File: src/rtl/id_ex_stage.sv
// ID/EX pipeline register: resolves forwarding and operand selection at
// capture time, holds the instruction under backpressure, and flags
// load-use hazards against the instruction it currently holds.
module id_ex_stage #(
    parameter bit FWD_EN = 1'b1
) (
    input  logic        clk,
    input  logic        rst_n,
    input  logic        in_valid,
    output logic        in_ready,
    input  logic [4:0]  rs_addr,
    input  logic [4:0]  rt_addr,
    input  logic [4:0]  rd_addr,
    input  logic [31:0] rs_val,
    input  logic [31:0] rt_val,
    input  logic [15:0] imm16,
    input  logic [4:0]  shamt,
    input  logic [3:0]  aluc_in,
    input  logic        a_sel,
    input  logic [1:0]  b_sel,
    input  logic        wb_en_in,
    input  logic        is_load_in,
    input  logic        exm_wen,
    input  logic        mw_wen,
    input  logic [4:0]  exm_waddr,
    input  logic [4:0]  mw_waddr,
    input  logic [31:0] exm_wdata,
    input  logic [31:0] mw_wdata,
    input  logic        flush,
    input  logic        out_ready,
    output logic        out_valid,
    output logic [31:0] alu_a,
    output logic [31:0] alu_b,
    output logic [3:0]  aluc,
    output logic [4:0]  dst_addr,
    output logic        wb_en,
    output logic        is_load,
    output logic        load_use_stall
);

    logic [31:0] fwd_rs;
    logic [31:0] fwd_rt;
    logic [31:0] alu_a_d;
    logic [31:0] alu_b_d;
    logic        capture;

    // Hazard detection and handshake
    always_comb begin
        load_use_stall = out_valid & is_load & (dst_addr != 5'd0) & in_valid &
                         ((dst_addr == rs_addr) | (dst_addr == rt_addr));
        in_ready       = (~out_valid | out_ready) & ~load_use_stall & ~flush;
        capture        = in_valid & in_ready;
    end

    // Operand forwarding: EX/MEM result wins over MEM/WB; register 0 never forwards
    always_comb begin
        fwd_rs = rs_val;
        fwd_rt = rt_val;
        if (FWD_EN) begin
            if (exm_wen && (exm_waddr == rs_addr) && (rs_addr != 5'd0))
                fwd_rs = exm_wdata;
            else if (mw_wen && (mw_waddr == rs_addr) && (rs_addr != 5'd0))
                fwd_rs = mw_wdata;
            if (exm_wen && (exm_waddr == rt_addr) && (rt_addr != 5'd0))
                fwd_rt = exm_wdata;
            else if (mw_wen && (mw_waddr == rt_addr) && (rt_addr != 5'd0))
                fwd_rt = mw_wdata;
        end
    end

    // ALU operand selection
    always_comb begin
        alu_a_d = a_sel ? {27'd0, shamt} : fwd_rs;
        alu_b_d = fwd_rt;
        unique case (b_sel)
            2'd1:    alu_b_d = {{16{imm16[15]}}, imm16};
            2'd2:    alu_b_d = {16'd0, imm16};
            default: alu_b_d = fwd_rt;
        endcase
    end

    // Pipeline register: flush beats capture, capture beats drain; data only changes on capture
    always_ff @(posedge clk or negedge rst_n) begin
        if (!rst_n) begin
            out_valid <= 1'b0;
            alu_a     <= '0;
            alu_b     <= '0;
            aluc      <= '0;
            dst_addr  <= '0;
            wb_en     <= 1'b0;
            is_load   <= 1'b0;
        end else if (flush) begin
            out_valid <= 1'b0;
        end else if (capture) begin
            out_valid <= 1'b1;
            alu_a     <= alu_a_d;
            alu_b     <= alu_b_d;
            aluc      <= aluc_in;
            dst_addr  <= rd_addr;
            wb_en     <= wb_en_in & (rd_addr != 5'd0);
            is_load   <= is_load_in;
        end else if (out_ready) begin
            out_valid <= 1'b0;
        end
    end

endmodule

File: config.mk
export PLATFORM = sky130hd
export DESIGN_NAME = id_ex_stage
export DESIGN_NICKNAME = d
export VERILOG_FILES = /design/src/rtl/id_ex_stage.sv
export SDC_FILE = /design/constraint.sdc
export NUM_CORES = 1
export LEC_CHECK = 0
export CORE_UTILIZATION = 42
export DETAILED_ROUTE_END_ITERATION = 8
export GPL_TIMING_DRIVEN = 0
export HOLD_SLACK_MARGIN = 0.02
export PLACE_DENSITY = 0.86
export REMOVE_ABC_BUFFERS = 1
export SKIP_LAST_GASP = 1
export SYNTH_ARGS = -nofsm -noshare
export SYNTH_HDL_FRONTEND = slang
export SYNTH_SLANG_ARGS = --single-unit
File: constraint.sdc
create_clock -name clk -period 5.2 [get_ports clk]
set_input_delay 0.78 -clock clk [delete_from_list [all_inputs] [get_ports clk]]
set_output_delay 0.78 -clock clk [all_outputs]
set_load 0.03 [all_outputs]
==> results.ini <==
[outcome]
status = completed

[critical_path]
crit_path_max_fanout = 27
endpoint_kind = flop
required_ps = 5480
rr_worst_depth = 5
setup.worst_path.start_class = input port
critPathSlowestCell = nand2_1
r2r_setup_slack_ps = 2320
r2r-start = dst_addr[1]
slowest_delay_ps = 940
arrival_ps = 4280
cp_cell_sequence = clkdlybuf4s50_1 -> nor4_1 -> nor3_1 -> o211ai_1 -> nand2_1 -> o2bb2ai_1 -> o22a_1
path_class = input port to flop
reg2reg_to = alu_a[28]

[clock_tree]
post-cts-setup-buffers = 0
postCtsHoldBufs = 0
cts_sinks = 76
cts_tree = yes
cts.clk_slew.worst_paths_ps = 80
cts_root_buf = clkbuf_8
cts_made_buffers = 9
ctsResizeCount = 0
cts_buffer_depth = 2
clock_latency_ps = 340
htreeDepth = 3

[floorplanning]
io_pins = 268
design.core.area_um2 = 10800
die_w_um = 107
die-area_um2 = 11500
initial_core_util_pct = 43.1
row_count = 38
die_height_um = 107

[hold_path]
hp-class = input port to async pin

[grt]
grt_pass1_wl_um = 26100
grt_max_degree = 41
antenna_found_initial = 0
track_usage_pct = 29.3
grt_overflow = 0
grt_pass1_vias = 5212

[layout]
most-common-layout-cells = clkdlybuf4s50_1 (266), dfrtp_1 (76), mux2i_1 (64), nor2_1 (56), a21oi_1 (44)
nets = 922
multi_input_area_um2 = 2580
nFillCells = 843
final_cell_count_no_fill = 875
area_delta_synth_final_pct = 65.3
layout_commonest_cell = clkdlybuf4s50_1
layout-drive-gt1-share_pct = 4.76
seq_area_um2 = 1900
diodes = 0

[yosys]
ys_warn_count = 0
seq_area_frac_synth_pct = 40.7
synth_cell_types = 39
synthesis.area_um2 = 4670
synthCells = 477
synth_flop_cell = dfrtp_1
synth_edf_count = 0
synth.avg_cell_area_um2 = 9.79
async_reset_ff_share_pct = 100
yosys_register_bits = 76

[sta]
fin_ws_ps = 1200
max-slew-margin-rel_pct = 9.28
rsz0062_at_grt = no
slew_viol_final = 0
fmax_ghz = 0.250
worstMarginPinSlew_ps = 1360
skew_ps = 10.9
setup_tns_ps = 0
hold_violations = 0
setup_viol = 0
period_minus_slack_ps = 4000
fin_crit_sh_pct = 77.0

[place]
pre_cts_slack_ps = 947
routabilityCongestion = 0.880
hpwl_um = 12700
portBuffers = 267
dp_cells = 859

[routing]
remaining_drc_errors = 0
vias = 4890
drt-pass1-iter-count = 7
post_drt_wl_per_cell_um = 19.2
ant_nets = 0
vias_per_cell = 5.59
totalWireLength_um = 16800
drt_iter0_drc = 287

[power]
pwr-share-seq_pct = 36.7
p_int_mw = 1.33
swShare_pct = 34.6
power_density_nw_per_um2 = 263
power_mw = 2.03
p_leak_nw = 3.01
p_clk_share_pct = 22.4
combPwrFrac_pct = 40.9
vdd_drop_max_uv = 160
power.switching_mw = 0.701

[run]
cap_violations = 0

logic make-up (layout without fill, tap and decap cells):
logic type	count (synthesis)	count (layout)	share of synthesized area (%)
xor+xnor	28	28	5.25
simple gates	117	117	10.8
mux	64	64	13.7
buf+inv	40	298	4.31
compound gates	150	150	24.6
flops	76	76	40.7
fa+ha+maj	2	2	0.536
per-layer routing:
metal	track usage [%]	vias up	share of wire, %
li1	-	2263	-
met1	33.2	2355	38
met2	52.7	236	51
met3	6.90	36	7.9
met4	11.9	0	2.8
met5	0	-	0
stage by stage:
step / util [%] / hold WS [ps] / area (um2)
6_report: 71.2 / 395 / 7720
5_1_grt: 71.2 / 424 / 7720
3_3_place_gp: 67.6 / 458 / 7330
2_1_floorplan: - / 484 / 4480
3_5_place_dp: 69.4 / 472 / 7520
4_1_cts: 71.2 / 402 / 7710
power groups by stage:
stage,Combinational (mW),Clock (mW),Sequential (mW)
2_1_floorplan,0.198,0,0.940
3_3_place_gp,0.804,0,0.750
3_5_place_dp,0.829,0,0.755
4_1_cts,0.832,0.461,0.745
5_1_grt,0.876,0.493,0.755
6_report,0.829,0.454,0.745
registers in the layout (all words and copies together) (netlist names):
name	count
alu_b	32
is_load	1
dst_addr	5
alu_a	32
aluc	4
out_valid	1
wb_en	1
worst max-delay path, delay by kind of cell:
kind / cells / cell delay, ps
AND/OR/NAND/NOR: 3 / 1530
AO/OA/AOI/OAI: 3 / 1420
buffers and inverters: 1 / 540
Yosys cell counts, types with 2 or more instances:
master / number / area share [%]
nor2_1: 57 / 4.6
a22o_1: 27 / 5.1
buf_2: 14 / 1.5
mux2i_1: 64 / 14
o2bb2ai_1: 16 / 3.0
nor3_1: 3 / 0.32
nand2_1: 41 / 3.3
clkbuf_1: 16 / 1.3
nand4_1: 2 / 0.27
a221o_1: 11 / 2.4
or4_1: 3 / 0.48
a21oi_1: 44 / 4.7
xor2_1: 16 / 3.0
a211o_1: 5 / 0.94
xnor2_1: 12 / 2.3
dfrtp_1: 76 / 41
buf_6: 3 / 0.72
inv_1: 4 / 0.32
nor2b_1: 2 / 0.27
buf_4: 3 / 0.48
o21ai_0: 8 / 0.86
o22a_1: 30 / 5.6
ha_1: 2 / 0.54
a21o_1: 2 / 0.32
nor4_1: 2 / 0.27
final cells by class:
class / instances / share of cell area (%)
repair buffers: 278 / 36.9
multi-input cells: 361 / 33.5
flip-flops and latches: 76 / 24.6
well taps: 140 / 2.27
clock buffers: 12 / 1.88
clock inverters: 4 / 0.632
inverters: 4 / 0.194
how the worst max path moves through the flow:
stage                     cells after the start  slack, ps  startpoint        end
final                                         7       1200  rt_addr[1]  alu_b[18]
after global routing                          7       1040  rt_addr[1]  alu_b[19]
after CTS                                     7       1290  rt_addr[1]  alu_b[18]
after detailed placement                      7        950  rt_addr[1]  alu_b[18]
after global placement                        7       -190  rt_addr[1]  alu_a[30]
after floorplan                               5       1690  rt_addr[0]   alu_b[0]
Power figures use the tool's default switching activity.
